**src/rtl/mem_port_arbiter.sv**
```systemverilog
// rtl/mem_port_arbiter.sv - shares one burst memory port between icache and dcache line requests
// Optional macro MEM_ARB_RR_EN: round-robin grant on simultaneous requests (default: dcache priority).
module mem_port_arbiter #(
   parameter int  BEAT_W    = 64,
   parameter int  BURST_LEN = 4,
   localparam int LINE_W    = BEAT_W * BURST_LEN
) (
   input  logic              clk,
   input  logic              rst,
   input  logic [31:0]       i_addr,
   input  logic              i_read,
   output logic [LINE_W-1:0] i_rdata,
   output logic              i_resp,
   input  logic [31:0]       d_addr,
   input  logic              d_read,
   input  logic              d_write,
   input  logic [LINE_W-1:0] d_wdata,
   output logic [LINE_W-1:0] d_rdata,
   output logic              d_resp,
   output logic [31:0]       bmem_addr,
   output logic              bmem_read,
   output logic              bmem_write,
   output logic [BEAT_W-1:0] bmem_wdata,
   input  logic              bmem_ready,
   input  logic [31:0]       bmem_raddr,
   input  logic [BEAT_W-1:0] bmem_rdata,
   input  logic              bmem_rvalid
);

   localparam int               CNT_W     = (BURST_LEN > 1) ? $clog2(BURST_LEN) : 1;
   localparam logic [CNT_W-1:0] LAST_BEAT = CNT_W'(BURST_LEN - 1);
   localparam logic [31:0]      LINE_MASK = ~32'(LINE_W / 8 - 1);

   typedef enum logic [2:0] {IDLE, RD_CMD, RD_DATA, WR_DATA, RESP} state_t;

   state_t            r_state, w_state_nxt;
   logic [CNT_W-1:0]  r_cnt;
   logic              r_gnt_d;
   logic [31:0]       r_addr;
   logic [LINE_W-1:0] r_line, r_i_rdata, r_d_rdata, w_line_asm;
   logic              w_d_req, w_i_req, w_any_req, w_pick_d, w_beat_hit;

   assign w_d_req   = d_read | d_write;
   assign w_i_req   = i_read;
   assign w_any_req = w_d_req | w_i_req;

`ifdef MEM_ARB_RR_EN
   logic r_last_d;
   assign w_pick_d = w_d_req & (~w_i_req | ~r_last_d);

   always_ff @(posedge clk or negedge rst) begin
      if (!rst)                 r_last_d <= 1'b0;
      else if (r_state == RESP) r_last_d <= r_gnt_d;
   end
`else
   assign w_pick_d = w_d_req;
`endif

   // Only beats tagged with our line address count; anything else on the bus is foreign.
   assign w_beat_hit = bmem_rvalid & (bmem_raddr == r_addr);

   always_comb begin
      w_line_asm = r_line;
      w_line_asm[r_cnt*BEAT_W +: BEAT_W] = bmem_rdata;
   end

   always_ff @(posedge clk or negedge rst) begin
      if (!rst) r_state <= IDLE;
      else      r_state <= w_state_nxt;
   end

   always_comb begin
      w_state_nxt = r_state;
      bmem_read   = 1'b0;
      bmem_write  = 1'b0;
      bmem_addr   = '0;
      bmem_wdata  = '0;
      i_resp      = 1'b0;
      d_resp      = 1'b0;
      case (r_state)
         IDLE: begin
            if (w_any_req) w_state_nxt = (w_pick_d & d_write) ? WR_DATA : RD_CMD;
         end
         RD_CMD: begin
            bmem_read = 1'b1;
            bmem_addr = r_addr;
            if (bmem_ready) w_state_nxt = RD_DATA;
         end
         RD_DATA: begin
            if (w_beat_hit && r_cnt == LAST_BEAT) w_state_nxt = RESP;
         end
         WR_DATA: begin
            bmem_write = 1'b1;
            bmem_addr  = r_addr;
            bmem_wdata = d_wdata[r_cnt*BEAT_W +: BEAT_W];
            if (bmem_ready && r_cnt == LAST_BEAT) w_state_nxt = RESP;
         end
         RESP: begin
            i_resp      = ~r_gnt_d;
            d_resp      = r_gnt_d;
            w_state_nxt = IDLE;
         end
         default: w_state_nxt = IDLE;
      endcase
   end

   always_ff @(posedge clk or negedge rst) begin
      if (!rst) begin
         r_cnt     <= '0;
         r_gnt_d   <= 1'b0;
         r_addr    <= '0;
         r_line    <= '0;
         r_i_rdata <= '0;
         r_d_rdata <= '0;
      end else begin
         case (r_state)
            IDLE: begin
               if (w_any_req) begin
                  r_gnt_d <= w_pick_d;
                  r_addr  <= (w_pick_d ? d_addr : i_addr) & LINE_MASK;
                  r_cnt   <= '0;
               end
            end
            RD_DATA: begin
               if (w_beat_hit) begin
                  r_line <= w_line_asm;
                  r_cnt  <= r_cnt + 1'b1;
                  // Publish the full line on the edge into RESP so rdata is valid with resp.
                  if (r_cnt == LAST_BEAT) begin
                     if (r_gnt_d) r_d_rdata <= w_line_asm;
                     else         r_i_rdata <= w_line_asm;
                  end
               end
            end
            WR_DATA: begin
               if (bmem_ready) r_cnt <= r_cnt + 1'b1;
            end
            default: ;
         endcase
      end
   end

   assign i_rdata = r_i_rdata;
   assign d_rdata = r_d_rdata;

endmodule

```
**config.mk**
```make
export PLATFORM = sky130hd
export DESIGN_NAME = mem_port_arbiter
export DESIGN_NICKNAME = d
export VERILOG_FILES = /design/src/rtl/mem_port_arbiter.sv
export SDC_FILE = /design/constraint.sdc
export NUM_CORES = 1
export LEC_CHECK = 0
export CAP_MARGIN = 20
export CORE_AREA = 3 3 403 405
export CTS_BUF_LIST = sky130_fd_sc_hd__clkbuf_16
export DETAILED_ROUTE_END_ITERATION = 16
export DIE_AREA = 0 0 406 408
export SKIP_LAST_GASP = 1
export SLEW_MARGIN = 20
export SYNTH_ARGS = -nofsm -noshare
export SYNTH_HDL_FRONTEND = slang
export SYNTH_SLANG_ARGS = --single-unit
```
**constraint.sdc**
```tcl
create_clock -name clk -period 4.55 [get_ports clk]
set_input_delay 0.6825 -clock clk [delete_from_list [all_inputs] [get_ports clk]]
set_output_delay 0.6825 -clock clk [all_outputs]
set_load 0.1 [all_outputs]
```
==> impl_metrics.env, run 1 <==
export IMPL_post_route_min_period_ns=3.587
export IMPL_timing_rr_end="r_line[5]$_DFFE_PN0P_"
export IMPL_placed_cells=6386
export IMPL_yosys_warnings=0
export IMPL_fmax_ghz=0.2788
export IMPL_cts_resized=0
export IMPL_p_leak_nw=20.75
export IMPL_tns_ns=0
export IMPL_max_slew_margin_rel_pct=22.10
export IMPL_intPower_w=0.01316
export IMPL_arrival_ns=2.90
export IMPL_core_area_um2=158700
export IMPL_r2r_slack_ns=1.58
export IMPL_dp_hpwl_um=137500
export IMPL_swShare_pct=38.38
export IMPL_final_net_count=4837
export IMPL_place_ws_ns=0.8142
export IMPL_crit_top_cell="buf_4"
export IMPL_io_buffers=1019
export IMPL_setup_viol=0
export IMPL_hold_depth=2
export IMPL_htree_levels=3
export IMPL_synth_seq_cells=801
export IMPL_yosysMostFrequentCell="o21ai_0"
export IMPL_synth_edff_count=0
export IMPL_synthTopCellsByCount="o21ai_0 (901), dfrtp_1 (801), o21ai_1 (408), nand2_1 (294), clkbuf_1 (264)"
export IMPL_path_cells="buf_4 > mux4_2 > and3_1 > buf_4"
export IMPL_combPwrFrac_pct=30.5
export IMPL_stdcell_count=6589
export IMPL_fin_skew_ns=0.06291
export IMPL_placed_area_um2=47080
export IMPL_yosysTopAreaCellShare_pct=57.11
export IMPL_reg2reg_depth=7
export IMPL_drive_above_1_share_pct=10.18
export IMPL_fill_cells=16340
export IMPL_grt_pass1_vias=31220
export IMPL_start_util_pct=22.11
export IMPL_critical_path_class="register to primary output"
export IMPL_syn_to_final_growth_pct=42.85
export IMPL_wl_um=185200
export IMPL_cts_setup_buffers=0
export IMPL_gp_congestion=1.003
export IMPL_synth_cell_types=43
export IMPL_async_flop_share_pct=100.0
export IMPL_die_w_um=406
export IMPL_cp_start_kind="register"
export IMPL_worstHoldStart="r_line[126]$_DFFE_PN0P_"
export IMPL_worst_ep_required_time_ns=3.87
export IMPL_max_stage_delay_ns=0.70
export IMPL_pwr_share_seq_pct=34.9
export IMPL_critPathTopFamily="buffers and inverters"
export IMPL_cap_violations=0
export IMPL_grt_first_pass_wirelength_um=254600
export IMPL_max_vdd_ir_drop_mv=0.3817
export IMPL_r2r_start="r_cnt[0]$_DFFE_PN0P_"
export IMPL_clockBufferDepth=3
export IMPL_rsz0062_at_grt="false"
export IMPL_drc=0
export IMPL_drt_iter0_markers=2628
export IMPL_worst_slew_pin_slew_ns=1.165
export IMPL_root_buffer="clkbuf_16"
export IMPL_path_buf_inv=2
export IMPL_endpoint_kind="primary output"
export IMPL_drv_slew=0
export IMPL_finalHoldViolCount=0
export IMPL_antenna_found_initial=63
export IMPL_grt_use_total_pct=21.62
export IMPL_critPathMaxFanout=64
export IMPL_hold_buffers=1
export IMPL_io_pins=1035
export IMPL_min_to="r_line[126]$_DFFE_PN0P_"
export IMPL_power_density_nw_per_um2=425.9
export IMPL_fin_area_um2=50140
export IMPL_ant_nets=0
export IMPL_synthCells=3538
export IMPL_wl_per_cell_um=28.10
export IMPL_grt_max_degree=161
export IMPL_insertion_delay_ns=0.71
export IMPL_cts_buffers_inserted=92
export IMPL_finalWorstSetupSlack_ns=0.9629
export IMPL_synth_ff_type="dfrtp_1"
export IMPL_cpMaxStageDelayCell="buf_4"
export IMPL_multi_input_comb_area_um2=13700
export IMPL_dieArea_um2=165600
export IMPL_regArea_um2=20050
export IMPL_p_sw_w=0.008196
export IMPL_syn_avg_cell_area_um2=9.920
export IMPL_dr_pass1_iters=5
export IMPL_synth_area_leaders="dfrtp_1 (57%), o21ai_0 (13%), o21ai_1 (5.8%)"
export IMPL_hold_path_class="register to register"
export IMPL_die_y_um=408
export IMPL_cts_sinks=801
export IMPL_syn_area_um2=35100
export IMPL_synth_seq_area_share_pct=57.11
export IMPL_fin_crit_sh_pct=78.84
export IMPL_cts_tree="built"
export IMPL_rows=146
export IMPL_status="finished clean"
export IMPL_grt_overflow=0
export IMPL_num_vias=31840
export IMPL_avgViaCountPerCell=4.833
export IMPL_clkTransAtPathRegs_ns=0.06
export IMPL_p_clk_share_pct=34.6
export IMPL_synth_area_leader_cell="dfrtp_1"
==> registers in the layout (all words and copies together), names as in the netlist <==
signal and cells:
r_cnt 2, i_rdata 256, d_rdata 256, r_gnt_d 1
r_line 256, r_addr 27, r_state 3
==> layout make-up <==
type	instances	area share [%]
diodes	37	0.1847
clock buffers	93	4.642
clock inverters	72	1.243
inverters	7	0.05241
multi-input cells	2408	27.32
flip-flops and latches	801	40.00
well taps	2072	5.171
repair buffers	1099	21.40
==> layer usage <==
| metal | vias up | GRT usage (%) | share of wire (%) |
|---|---|---|---|
| li1 | 14190 | - | - |
| met5 | - | 0 | 0.0070 |
| met1 | 16120 | 27.00 | 40 |
| met2 | 1275 | 34.53 | 47 |
| met3 | 256 | 6.005 | 8.3 |
| met4 | 2 | 9.989 | 4.5 |
==> worst max path at each step <==
stage / from / end / slack, ns / cells past startpoint
final: r_cnt[1]$_DFFE_PN0P_ / bmem_wdata[9] / 0.96 / 4
after global routing: r_cnt[1]$_DFFE_PN0P_ / bmem_wdata[8] / 0.88 / 4
after CTS: r_cnt[1]$_DFFE_PN0P_ / bmem_wdata[9] / 0.91 / 4
after detailed placement: bmem_raddr[3] / i_rdata[55]$_DFFE_PN0P_ / 0.81 / 10
after global placement: bmem_raddr[0] / i_rdata[37]$_DFFE_PN0P_ / 0.81 / 10
after floorplan: r_state[0]$_DFFE_PN0P_ / bmem_read / 1.23 / 5
==> metrics by stage <==
stage | hold WS, ns | power (W) | utilization, %
after floorplan | 0.3869 | 0.01166 | -
after global placement | 0.4537 | 0.01411 | 29.64
after detailed placement | 0.4615 | 0.01414 | 29.66
after CTS | 0.4751 | 0.02160 | 31.52
after global routing | 0.4867 | 0.02215 | 31.57
final | 0.4709 | 0.02135 | 31.58
==> layout by cell type, fill, tap and decap left out, drive strengths merged, types with 2 or more instances in the layout <==
cell,n
o21ai,1309
clkdlybuf4s50,856
dfrtp,801
nand2,294
a21oi,261
nor2b,260
buf,242
clkbuf,93
and3,65
mux4,64
diode,37
clkinv,36
inv,30
mux2i,28
and2,27
nand2b,23
xnor2,13
nand4,11
nor2,9
bufinv,7
clkinvlp,6
nor3,6
conb,5
ha,5
nor4,4
or2,4
nand3,3
nor4b,3
xor2,2
o2111ai,2
==> logic make-up (layout without fill, tap and decap cells) <==
kind of cell    Yosys count  in the layout  synth area share, %
xor+xnor                 15             15               0.3743
compound gates         1580           1580                22.62
flops                   801            801                57.11
fa+ha+maj                 5              5               0.1782
simple gates            711            711                10.55
other cells               1             42              0.01068
mux                      92             92                4.905
buf+inv                 333           1271                4.253
==> worst reg2reg max path, delay by kind of cell, from the launching register on <==
kind                       cells  cell delay (ns)
DFF                            1             0.53
buffers and inverters          2             0.55
and+or+nand+nor                2             0.35
adders and majority gates      1             0.66
AOI/OAI and AO/OA              2             0.79
==> power by group through the flow <==
stage / clock network, W / registers [W] / logic (W)
after detailed placement: 0 / 0.00758 / 0.00656
after CTS: 0.00758 / 0.00745 / 0.00657
after floorplan: 0 / 0.00749 / 0.00417
after global placement: 0 / 0.00758 / 0.00654
after global routing: 0.00786 / 0.00747 / 0.00682
final: 0.00739 / 0.00745 / 0.00651
Note: power is estimated with default switching activity, not from simulation.
==> run 2: changes to the inputs <==
Clock period 4.55 ns to 3.1 ns, I/O delays scaled along.
==> run 2 against run 1 <==
Sequential cell count unchanged. Hold slack got worse by 0.24 ns. Combinational power increased by 69%. Largest cell class unchanged. Core utilization increased by 0.38 points. Routed wire length about the same. Clock power increased by 45%. Total power increased by 53%. Critical endpoint is now bmem_wdata[42]. Sequential power increased by 48%.
==> impl_metrics.env, run 2 (same netlist as run 1, synthesis figures left out) <==
export IMPL_status="finished clean"
export IMPL_root_buffer="clkbuf_16"
export IMPL_wl_um=185300
export IMPL_dp_hpwl_um=140500
export IMPL_insertion_delay_ns=0.71
export IMPL_die_y_um=408
export IMPL_cap_violations=0
export IMPL_io_buffers=1019
export IMPL_finalWorstSetupSlack_ns=0.1777
export IMPL_antenna_found_initial=67
export IMPL_fin_skew_ns=0.07800
export IMPL_gp_congestion=1.005
export IMPL_rsz0062_at_grt="false"
export IMPL_fin_crit_sh_pct=94.27
export IMPL_timing_rr_end="r_line[198]$_DFFE_PN0P_"
export IMPL_grt_first_pass_wirelength_um=256100
export IMPL_grt_max_degree=156
export IMPL_drv_slew=0
export IMPL_hold_path_class="input port to asynchronous set/reset pin"
export IMPL_avgViaCountPerCell=4.851
export IMPL_combPwrFrac_pct=33.7
export IMPL_p_sw_w=0.01233
export IMPL_grt_pass1_vias=31450
export IMPL_max_vdd_ir_drop_mv=0.4542
export IMPL_regArea_um2=20050
export IMPL_whs_ns=0.2340
export IMPL_drt_iter0_markers=2728
export IMPL_grt_use_total_pct=21.65
export IMPL_reg2reg_depth=7
export IMPL_fill_cells=16310
export IMPL_cp_start_kind="register"
export IMPL_start_util_pct=22.11
export IMPL_clockBufferDepth=3
export IMPL_critical_path_class="register to primary output"
export IMPL_dr_pass1_iters=6
export IMPL_pwr_share_seq_pct=33.5
export IMPL_post_route_min_period_ns=2.922
export IMPL_drc=0
export IMPL_cts_buffers_inserted=92
export IMPL_intPower_w=0.02032
export IMPL_final_net_count=4870
export IMPL_final_cell_mix="o21ai_0 (900), dfrtp_1 (798), buf_4 (575), clkdlybuf4s50_1 (411), o21ai_1 (408)"
export IMPL_swShare_pct=37.75
export IMPL_tns_ns=0
export IMPL_ant_nets=0
export IMPL_power_density_nw_per_um2=643.4
export IMPL_r2r_start="r_cnt[0]$_DFFE_PN0P_"
export IMPL_syn_to_final_growth_pct=44.58
export IMPL_io_pins=1035
export IMPL_cts_sinks=801
export IMPL_finalHoldViolCount=0
export IMPL_drive_above_1_share_pct=20.75
export IMPL_num_vias=32130
export IMPL_layout_commonest_cell="o21ai_0"
export IMPL_p_clk_share_pct=32.8
export IMPL_core_area_um2=158700
export IMPL_die_w_um=406
export IMPL_clkTransAtPathRegs_ns=0.06
export IMPL_place_ws_ns=-0.2507
export IMPL_worst_ep_required_time_ns=2.63
export IMPL_fmax_ghz=0.3422
export IMPL_final_util_pct=31.97
export IMPL_arrival_ns=2.46
export IMPL_htree_levels=3
export IMPL_max_slew_margin_rel_pct=28.29
export IMPL_rows=146
export IMPL_worst_slew_pin_slew_ns=1.076
export IMPL_r2r_slack_ns=0.25
export IMPL_grt_overflow=0
export IMPL_endpoint_kind="primary output"
export IMPL_cts_tree="built"
export IMPL_critPathMaxFanout=19
export IMPL_setup_viol=0
export IMPL_multi_input_comb_area_um2=13690
export IMPL_wl_per_cell_um=27.98
export IMPL_p_leak_nw=22.24
export IMPL_dieArea_um2=165600
## run 2: metal layers
metal  up-vias  share of wire [%]  track usage, %
met2      1305                 46           33.95
met3       263                7.4           5.422
met1     16300                 41           27.42
li1      14250                  -               -
met5         -              0.016               0
met4         6                5.3           11.36
## run 2: critical path: stages (launching register included)
cell and delay [ns]:
dfrtp_4 0.50, bufbuf_16 0.37, mux4_2 0.52, and3_1 0.22, buf_12 0.17
## run 2: power groups by stage
| stage | clock network, W | logic, W | registers (W) |
|---|---|---|---|
| after detailed placement | 0 | 0.0110 | 0.0112 |
| after floorplan | 0 | 0.00612 | 0.0110 |
| final | 0.0107 | 0.0110 | 0.0110 |
| after global placement | 0 | 0.0109 | 0.0111 |
| after global routing | 0.0114 | 0.0115 | 0.0110 |
| after CTS | 0.0110 | 0.0110 | 0.0110 |
## run 2: timing repair
item | CTS | global route
hold buffers | 1 | 0
endpoints found under the hold margin | 61 | 0
resized for setup | 2 | 0
setup buffers | 0 | 3
cloned | 1 | 0
endpoints found under the setup margin | 35 | 39
pin swaps | 0 | 0
## run 2: worst max path at each step
| stage | from | to | slack, ns |
|---|---|---|---|
| after global routing | r_cnt[0]$_DFFE_PN0P_ | bmem_wdata[42] | 0.04 |
| after detailed placement | bmem_raddr[3] | i_rdata[52]$_DFFE_PN0P_ | -0.25 |
| after global placement | bmem_raddr[3] | i_rdata[232]$_DFFE_PN0P_ | -0.21 |
| final | r_cnt[0]$_DFFE_PN0P_ | bmem_wdata[42] | 0.18 |
| after CTS | r_cnt[0]$_DFFE_PN0P_ | bmem_wdata[45] | -0.04 |
| after floorplan | r_cnt[0]$_DFFE_PN0P_ | bmem_wdata[56] | 0.24 |
## run 2: layout make-up
class                      instances  area share, %
clock inverter                    80          1.314
sequential                       801          39.52
tap                             2072          5.109
clock buffer                      92          4.537
timing repair buffer            1132          22.34
antenna                           31         0.1529
multi-input combinational       2408          26.98
inverter                           7        0.05178
## run 2: stage by stage
stage	total power, W	cells	instance area, um2
finish	0.03265	6623	50740
global route	0.03383	6619	50730
CTS	0.03298	6589	50630
detailed placement	0.02212	6415	47610
global placement	0.02207	6415	47610
floorplan	0.01711	3542	35110
